`src/rtl/mm_timer_pkg.sv`:
```
// -----------------------------------------------------------------------------
// mm_timer_pkg
// Shared definitions for the mm_timer_array peripheral: register offsets
// inside a channel window, CTRL bit positions, the prescaler select encoding
// and the divisor lookup used by every channel.
// -----------------------------------------------------------------------------
package mm_timer_pkg;

    // Register offsets within one channel's four-word window
    localparam logic [1:0] REG_CTRL   = 2'd0;
    localparam logic [1:0] REG_COUNT  = 2'd1;
    localparam logic [1:0] REG_STATUS = 2'd2;
    localparam logic [1:0] REG_RSVD   = 2'd3;

    // CTRL bit positions
    localparam int CTRL_PSEL_LSB = 0;
    localparam int CTRL_PSEL_MSB = 1;
    localparam int CTRL_IE       = 2;
    localparam int CTRL_AUTO     = 3;
    localparam int CTRL_RUN      = 4;
    localparam int CTRL_W        = 5;

    // Prescaler is wide enough for the largest divisor (1024)
    localparam int PRESC_W = 10;

    typedef enum logic [1:0] {
        PSEL_DIV1    = 2'd0,
        PSEL_DIV8    = 2'd1,
        PSEL_DIV64   = 2'd2,
        PSEL_DIV1024 = 2'd3
    } psel_e;

    // Terminal prescaler value (divisor - 1) for a given select
    function automatic logic [PRESC_W-1:0] psel_div(input psel_e psel);
        logic [PRESC_W-1:0] div_m1;
        case (psel)
            PSEL_DIV1:    div_m1 = 10'd0;
            PSEL_DIV8:    div_m1 = 10'd7;
            PSEL_DIV64:   div_m1 = 10'd63;
            PSEL_DIV1024: div_m1 = 10'd1023;
            default:      div_m1 = 10'd0;
        endcase
        return div_m1;
    endfunction

endpackage

```
`src/rtl/mm_timer_ch.sv`:
```
// -----------------------------------------------------------------------------
// mm_timer_ch
// One timer channel: CTRL, LOAD, live count, 10-bit prescaler, FAST and FLAG
// state plus the tick / underflow logic.
//
// Ports
//   CLK        system clock, rising edge
//   RES_N      asynchronous active-low reset
//   ctrl_we    write CTRL this cycle (already qualified by chip select)
//   count_we   write COUNT this cycle (also sets LOAD, clears FAST/FLAG)
//   status_re  STATUS read this cycle (clears FLAG unless it is being set)
//   wr_data    write data
//   ctrl       current CTRL contents {RUN, AUTO, IE, PSEL[1:0]}
//   count      live count
//   fast       one-shot has expired and counts every clock
//   flag       underflow flag
// -----------------------------------------------------------------------------
module mm_timer_ch
    import mm_timer_pkg::*;
#(
    parameter int WIDTH = 8
) (
    input  logic              CLK,
    input  logic              RES_N,
    input  logic              ctrl_we,
    input  logic              count_we,
    input  logic              status_re,
    input  logic [WIDTH-1:0]  wr_data,
    output logic [CTRL_W-1:0] ctrl,
    output logic [WIDTH-1:0]  count,
    output logic              fast,
    output logic              flag
);

    logic [CTRL_W-1:0]  ctrl_r;
    logic [WIDTH-1:0]   load_r;
    logic [WIDTH-1:0]   count_r;
    logic [PRESC_W-1:0] presc_r;
    logic               fast_r;
    logic               flag_r;

    logic               run_s;
    logic               auto_s;
    logic [PRESC_W-1:0] div_m1_s;
    logic               tick_s;
    logic               underflow_s;

    logic [WIDTH-1:0]   count_nxt_s;
    logic [PRESC_W-1:0] presc_nxt_s;
    logic               fast_nxt_s;
    logic               flag_nxt_s;

    // Tick decode: FAST bypasses the prescaler entirely once a one-shot expires.
    // A PSEL change only alters the compare value, so it lands at the next match.
    always_comb begin
        run_s       = ctrl_r[CTRL_RUN];
        auto_s      = ctrl_r[CTRL_AUTO];
        div_m1_s    = psel_div(psel_e'(ctrl_r[CTRL_PSEL_MSB:CTRL_PSEL_LSB]));
        tick_s      = run_s && (fast_r || (presc_r == div_m1_s));
        underflow_s = tick_s && (count_r == {WIDTH{1'b0}});
    end

    // Next count: a COUNT write overrides any tick in the same cycle
    always_comb begin
        count_nxt_s = count_r;
        if (count_we) begin
            count_nxt_s = wr_data;
        end else if (underflow_s) begin
            if (auto_s) begin
                count_nxt_s = load_r;
            end else begin
                count_nxt_s = {WIDTH{1'b1}};
            end
        end else if (tick_s) begin
            count_nxt_s = count_r - {{(WIDTH-1){1'b0}}, 1'b1};
        end else begin
            count_nxt_s = count_r;
        end
    end

    // Next prescaler: restarts on COUNT write and on every tick, holds while stopped
    always_comb begin
        presc_nxt_s = presc_r;
        if (count_we) begin
            presc_nxt_s = {PRESC_W{1'b0}};
        end else if (tick_s) begin
            presc_nxt_s = {PRESC_W{1'b0}};
        end else if (run_s) begin
            presc_nxt_s = presc_r + 10'd1;
        end else begin
            presc_nxt_s = presc_r;
        end
    end

    // Next FAST/FLAG: set by underflow beats the read-clear, COUNT write beats both
    always_comb begin
        fast_nxt_s = fast_r;
        flag_nxt_s = flag_r;
        if (count_we) begin
            fast_nxt_s = 1'b0;
            flag_nxt_s = 1'b0;
        end else if (underflow_s) begin
            flag_nxt_s = 1'b1;
            if (auto_s) begin
                fast_nxt_s = fast_r;
            end else begin
                fast_nxt_s = 1'b1;
            end
        end else if (status_re) begin
            fast_nxt_s = fast_r;
            flag_nxt_s = 1'b0;
        end else begin
            fast_nxt_s = fast_r;
            flag_nxt_s = flag_r;
        end
    end

    // CTRL register
    always_ff @(posedge CLK or negedge RES_N) begin
        if (!RES_N) begin
            ctrl_r <= {CTRL_W{1'b0}};
        end else if (ctrl_we) begin
            ctrl_r <= wr_data[CTRL_W-1:0];
        end
    end

    // LOAD register (reload value for auto-reload mode)
    always_ff @(posedge CLK or negedge RES_N) begin
        if (!RES_N) begin
            load_r <= {WIDTH{1'b0}};
        end else if (count_we) begin
            load_r <= wr_data;
        end
    end

    // Count, prescaler and status state
    always_ff @(posedge CLK or negedge RES_N) begin
        if (!RES_N) begin
            count_r <= {WIDTH{1'b0}};
            presc_r <= {PRESC_W{1'b0}};
            fast_r  <= 1'b0;
            flag_r  <= 1'b0;
        end else begin
            count_r <= count_nxt_s;
            presc_r <= presc_nxt_s;
            fast_r  <= fast_nxt_s;
            flag_r  <= flag_nxt_s;
        end
    end

    assign ctrl  = ctrl_r;
    assign count = count_r;
    assign fast  = fast_r;
    assign flag  = flag_r;

endmodule

```
`src/rtl/mm_timer_array.sv`:
```
// -----------------------------------------------------------------------------
// mm_timer_array
// NCH independent interval timers behind a small CPU register bus. Each
// channel occupies four registers: CTRL, COUNT, STATUS, reserved.
//
// Ports
//   CLK     system clock, rising edge
//   RES_N   asynchronous active-low reset
//   CS      chip select, qualifies WE and RE
//   WE      write strobe
//   RE      read strobe (read side effects only when CS & RE)
//   A       {channel, reg[1:0]}
//   D_IN    write data
//   D_OUT   read data, combinational from A; zero unless CS & RE
//   IRQ_N   active-low interrupt, any channel with FLAG & IE
// -----------------------------------------------------------------------------
module mm_timer_array
    import mm_timer_pkg::*;
#(
    parameter int NCH   = 4,
    parameter int WIDTH = 8
) (
    input  logic                    CLK,
    input  logic                    RES_N,
    input  logic                    CS,
    input  logic                    WE,
    input  logic                    RE,
    input  logic [$clog2(NCH)+1:0]  A,
    input  logic [WIDTH-1:0]        D_IN,
    output logic [WIDTH-1:0]        D_OUT,
    output logic                    IRQ_N
);

    localparam int AW   = $clog2(NCH) + 2;
    // Channel index is kept at least one bit wide so NCH=1 still elaborates
    localparam int CH_W = (NCH > 1) ? $clog2(NCH) : 1;

    logic [CH_W-1:0]   ch_idx_s;
    logic [1:0]        reg_s;
    logic              wr_s;
    logic              rd_s;
    logic [NCH-1:0]    ch_sel_s;

    logic [CTRL_W-1:0] ctrl_a  [NCH];
    logic [WIDTH-1:0]  count_a [NCH];
    logic [NCH-1:0]    fast_v_s;
    logic [NCH-1:0]    flag_v_s;
    logic [NCH-1:0]    ie_v_s;

    logic [CTRL_W-1:0] sel_ctrl_s;
    logic [WIDTH-1:0]  sel_count_s;
    logic              sel_fast_s;
    logic              sel_flag_s;
    logic [WIDTH-1:0]  rd_data_s;

    assign reg_s = A[1:0];
    assign wr_s  = CS && WE;
    assign rd_s  = CS && RE;

    generate
        if (AW > 2) begin : g_ch_idx
            assign ch_idx_s = A[AW-1:2];
        end else begin : g_ch_one
            assign ch_idx_s = 1'b0;
        end
    endgenerate

    genvar gi;
    generate
        for (gi = 0; gi < NCH; gi++) begin : g_ch
            // Addresses beyond NCH-1 match no channel: reads 0, writes dropped
            assign ch_sel_s[gi] = (ch_idx_s == CH_W'(gi));

            mm_timer_ch #(
                .WIDTH (WIDTH)
            ) u_ch (
                .CLK       (CLK),
                .RES_N     (RES_N),
                .ctrl_we   (wr_s && ch_sel_s[gi] && (reg_s == REG_CTRL)),
                .count_we  (wr_s && ch_sel_s[gi] && (reg_s == REG_COUNT)),
                .status_re (rd_s && ch_sel_s[gi] && (reg_s == REG_STATUS)),
                .wr_data   (D_IN),
                .ctrl      (ctrl_a[gi]),
                .count     (count_a[gi]),
                .fast      (fast_v_s[gi]),
                .flag      (flag_v_s[gi])
            );

            assign ie_v_s[gi] = ctrl_a[gi][CTRL_IE];
        end
    endgenerate

    // Select the addressed channel's fields (one-hot AND-OR, no priority)
    always_comb begin
        sel_ctrl_s  = {CTRL_W{1'b0}};
        sel_count_s = {WIDTH{1'b0}};
        sel_fast_s  = 1'b0;
        sel_flag_s  = 1'b0;
        for (int i = 0; i < NCH; i++) begin
            sel_ctrl_s  = sel_ctrl_s  | (ch_sel_s[i] ? ctrl_a[i]  : {CTRL_W{1'b0}});
            sel_count_s = sel_count_s | (ch_sel_s[i] ? count_a[i] : {WIDTH{1'b0}});
            sel_fast_s  = sel_fast_s  | (ch_sel_s[i] & fast_v_s[i]);
            sel_flag_s  = sel_flag_s  | (ch_sel_s[i] & flag_v_s[i]);
        end
    end

    // Read data mux, zero whenever no read strobe is present
    always_comb begin
        rd_data_s = {WIDTH{1'b0}};
        if (rd_s) begin
            case (reg_s)
                REG_CTRL:   rd_data_s = {{(WIDTH-CTRL_W){1'b0}}, sel_ctrl_s};
                REG_COUNT:  rd_data_s = sel_count_s;
                REG_STATUS: rd_data_s = {{(WIDTH-2){1'b0}}, sel_fast_s, sel_flag_s};
                REG_RSVD:   rd_data_s = {WIDTH{1'b0}};
                default:    rd_data_s = {WIDTH{1'b0}};
            endcase
        end else begin
            rd_data_s = {WIDTH{1'b0}};
        end
    end

    assign D_OUT = rd_data_s;

    // Shared open-drain style interrupt: low while any enabled flag is pending
    assign IRQ_N = ~|(flag_v_s & ie_v_s);

endmodule

```
`config.mk`:
```
export PLATFORM = sky130hd
export DESIGN_NAME = mm_timer_array
export DESIGN_NICKNAME = d
export VERILOG_FILES = /design/src/rtl/mm_timer_pkg.sv /design/src/rtl/mm_timer_ch.sv /design/src/rtl/mm_timer_array.sv
export SDC_FILE = /design/constraint.sdc
export NUM_CORES = 1
export LEC_CHECK = 0
export BUFFER_PORTS_ARGS = -buffer_cell sky130_fd_sc_hd__buf_2
export CAP_MARGIN = 30
export CORE_ASPECT_RATIO = 1.75
export CORE_UTILIZATION = 40
export CTS_CLUSTER_DIAMETER = 100
export CTS_CLUSTER_SIZE = 30
export DETAILED_ROUTE_END_ITERATION = 16
export PLACE_DENSITY = 0.67
export SYNTH_ARGS = -nofsm -noshare
export SYNTH_HDL_FRONTEND = slang
export SYNTH_SLANG_ARGS = --single-unit
```
`constraint.sdc`:
```
create_clock -name CLK -period 2.5 [get_ports CLK]
set_clock_uncertainty 0.05 [all_clocks]
set_input_delay 0.5 -clock CLK [delete_from_list [all_inputs] [get_ports CLK]]
set_output_delay 0.5 -clock CLK [all_outputs]
set_load 0.02 [all_outputs]
```
==> flow_metrics.tcl <==
set metrics [dict create \
    outcome "complete, no violations" \
    multiInputGateArea_um2 3970 \
    hold_depth 3 \
    yosys_warnings 0 \
    ys_types 68 \
    wl_per_cell_um 18.9 \
    synth_edf_count 0 \
    switching_power_w 0.00301 \
    required_ps 1950 \
    cts_buffer_depth 2 \
    synth_seq_area_share 0.440 \
    fin_crit_sh 0.986 \
    timing.fmax_mhz 406 \
    worst_setup_path_start_kind "register" \
    pwr-share-seq 0.392 \
    grt_usage 0.237 \
    cts_tree "built" \
    synth_ff_type "dfrtp_1" \
    vias_per_cell 5.76 \
    drc 0 \
    first_global_vias 6789 \
    netlist_area_um2 7510 \
    min_period_ps 2460 \
    clk_latency_ps 420 \
    dr.pass1.iters 7 \
    core_um2 18500 \
    p_int_w 0.00549 \
    critPathMaxFanout 6 \
    final_area_um2 8960 \
    whs_endpoint "g_ch[3].u_ch.load_r[7]" \
    criticalPathCategory "register to output port" \
    r2r_cells 7 \
    cts.htree.levels 4 \
    synth_nets 857 \
    grt-ovfl-total 0 \
    port_buffers 25 \
    maxCapViolCount 0 \
    power_w 0.00850 \
    die_w_um 106 \
    cp-startpoint "g_ch[2].u_ch.ctrl[1]" \
    grt_pass1_wl_um 35000 \
    cp_data_arrival_time_ps 1910 \
    die_y_um 183 \
    cts_root_buffer "clkbuf_16" \
    io_pins 26 \
    avgSynthCellArea_um2 9.03 \
    dp.cells 1106 \
    fin_cells 1151 \
    slew_violations 0 \
    ys_ff_latch 132 \
    nNetsFinal 925 \
    setup_viol 0 \
    regArea_um2 3310 \
    cts_made_buffers 17 \
    rsz0062_at_grt "yes" \
    dpl.hpwl_um 16100 \
    drt_iter0_markers 478 \
    routabilityCongestion 0.926 \
    cp-end-kind "output port" \
    final_util 0.485 \
    routed_wl_um 21700 \
    switching_share 0.354 \
    syn2layout_area_growth_pct 19.4 \
    die-area_um2 19300 \
    num_rows 66 \
    relSlewSlack 0.642 \
    rr_startpoint "g_ch[2].u_ch.ctrl[1]" \
    worstReg2RegEnd "g_ch[2].u_ch.count[6]" \
    finalHoldViolCount 0 \
    hold_start "D_IN[7]" \
    p_per_area_nw_per_um2 949 \
    clkPwrFrac 0.307 \
    dpl_cell_area_um2 8210 \
    postRouteAntennaNets 0 \
    p_leak_nw 3.95 \
    grt_antenna_before_repair 0 \
    vdd_drop_max_v 0.000524 \
    num_vias 6635 \
    start_util 0.406 \
    clk_pin_slew_ps 60 \
    async_reset_ff_frac 1.00 \
    syn_inst 832 \
    antenna_cells 0 \
    layout-drive-gt1-share 0.188 \
    grt_max_degree 61 \
    nFillCells 1780 \
    cts_sinks 132 \
    regToRegSetupSlack_ps 100 \
    min_path_type "input port to register" \
    worst_slew_pin_slew_ps 537 \
    p_comb_frac 0.301 \
]
## final cells by class
cell class / count / share of cell area
multi-input cells: 634 / 0.443
inverters: 30 / 0.0126
clock inverters: 14 / 0.0198
repair buffers: 85 / 0.0727
flip-flops and latches: 132 / 0.370
well taps: 238 / 0.0332
clock buffers: 18 / 0.0490
## cell families (layout without fill, tap and decap cells)
family,count (synthesis),in the layout,synth area share
buffers and inverters,66,147,0.0338
multiplexers,44,44,0.0865
AO/OA/AOI/OAI,157,157,0.141
adder cells (fa/ha/maj),8,8,0.0133
flip-flops,132,132,0.440
AND/OR/NAND/NOR,390,390,0.245
XOR/XNOR,35,35,0.0408
## sequential cells by signal (all words and copies together), names as in the netlist
name	flops
g_ch.u_ch.count	32
g_ch.u_ch.ctrl	20
g_ch.u_ch.fast	4
g_ch.u_ch.flag	4
g_ch.u_ch.load_r	32
g_ch.u_ch.presc_r	40
## timing repair
action,4_1_cts,5_1_grt
hold buffers,1,0
hold endpoints to repair,25,0
gates resized for setup,6,9
setup endpoints to repair,2,14
pin swaps,1,2
setup buffers,2,12
## cells in the mapped netlist (4+ instances only)
cell	n	area, um2
a21oi_1	20	100
a22oi_1	4	30.0
a31oi_1	10	62.6
and3_1	11	68.8
buf_1	4	15.0
clkbuf_1	29	109
dfrtp_1	132	3300
ha_1	8	100
inv_1	30	113
mux2_2	17	191
mux2i_1	12	120
mux4_2	15	338
nand2_1	150	563
nand2b_1	8	50.1
nand3_1	37	185
nand4_1	8	50.1
nand4b_1	4	35.0
nor2_1	86	323
nor2b_1	7	43.8
nor3_1	28	140
nor4_1	5	31.3
o2111ai_1	7	61.3
o211ai_1	12	90.1
o21a_1	7	52.6
o21ai_0	47	235
o22ai_1	4	25.0
o311ai_0	5	43.8
o31a_1	5	43.8
o31ai_1	10	75.1
or3_1	22	138
or4_1	7	52.6
xnor2_1	21	184
xor2_1	14	123
## worst max-delay path by stage
stage	end	slack, ps
4_1_cts	D_OUT[1]	0.9
3_5_place_dp	D_OUT[4]	30
3_3_place_gp	D_OUT[0]	30
6_report	D_OUT[1]	40
5_1_grt	D_OUT[1]	-40
2_1_floorplan	D_OUT[4]	30
## through the flow
step,setup WS [ps],hold WS [ps],setup TNS [ps]
2_1_floorplan,35.0,154,0
3_3_place_gp,25.4,341,0
3_5_place_dp,25.1,342,0
4_1_cts,0.876,319,0
5_1_grt,-37.7,326,-37.7
6_report,35.8,324,0
## power groups by stage
stage / clock (W) / sequential, W / combinational, W
2_1_floorplan: 0 / 0.00315 / 0.00168
3_5_place_dp: 0 / 0.00335 / 0.00244
5_1_grt: 0.00274 / 0.00340 / 0.00284
3_3_place_gp: 0 / 0.00334 / 0.00239
4_1_cts: 0.00266 / 0.00333 / 0.00246
6_report: 0.00261 / 0.00334 / 0.00256
## critical path, stage by stage, from the launching register on
cell and delay [ps]:
dfrtp_2 450, mux4_2 470, mux2i_1 150, nor2_1 70, a21oi_1 110, nor2_1 60, buf_4 160
## layer usage
layer | track usage | up-vias | wire length (um)
met5 | 0 | - | 0
met4 | 0.181 | 0 | 1570
met3 | 0.0498 | 83 | 853
met2 | 0.430 | 199 | 11500
met1 | 0.234 | 3233 | 7820
li1 | - | 3120 | -
## cells in the final DEF, fill, tap and decap left out, drive strengths merged, types with 21 or more instances in the layout
cell type / Yosys / routed
nand2: 150 / 150
dfrtp: 132 / 132
nor2: 87 / 87
buf: 6 / 83
o21ai: 48 / 48
nand3: 37 / 37
inv: 30 / 33
nor3: 28 / 28
or3: 22 / 22
xnor2: 21 / 21
(Power assumes the default switching activity.)
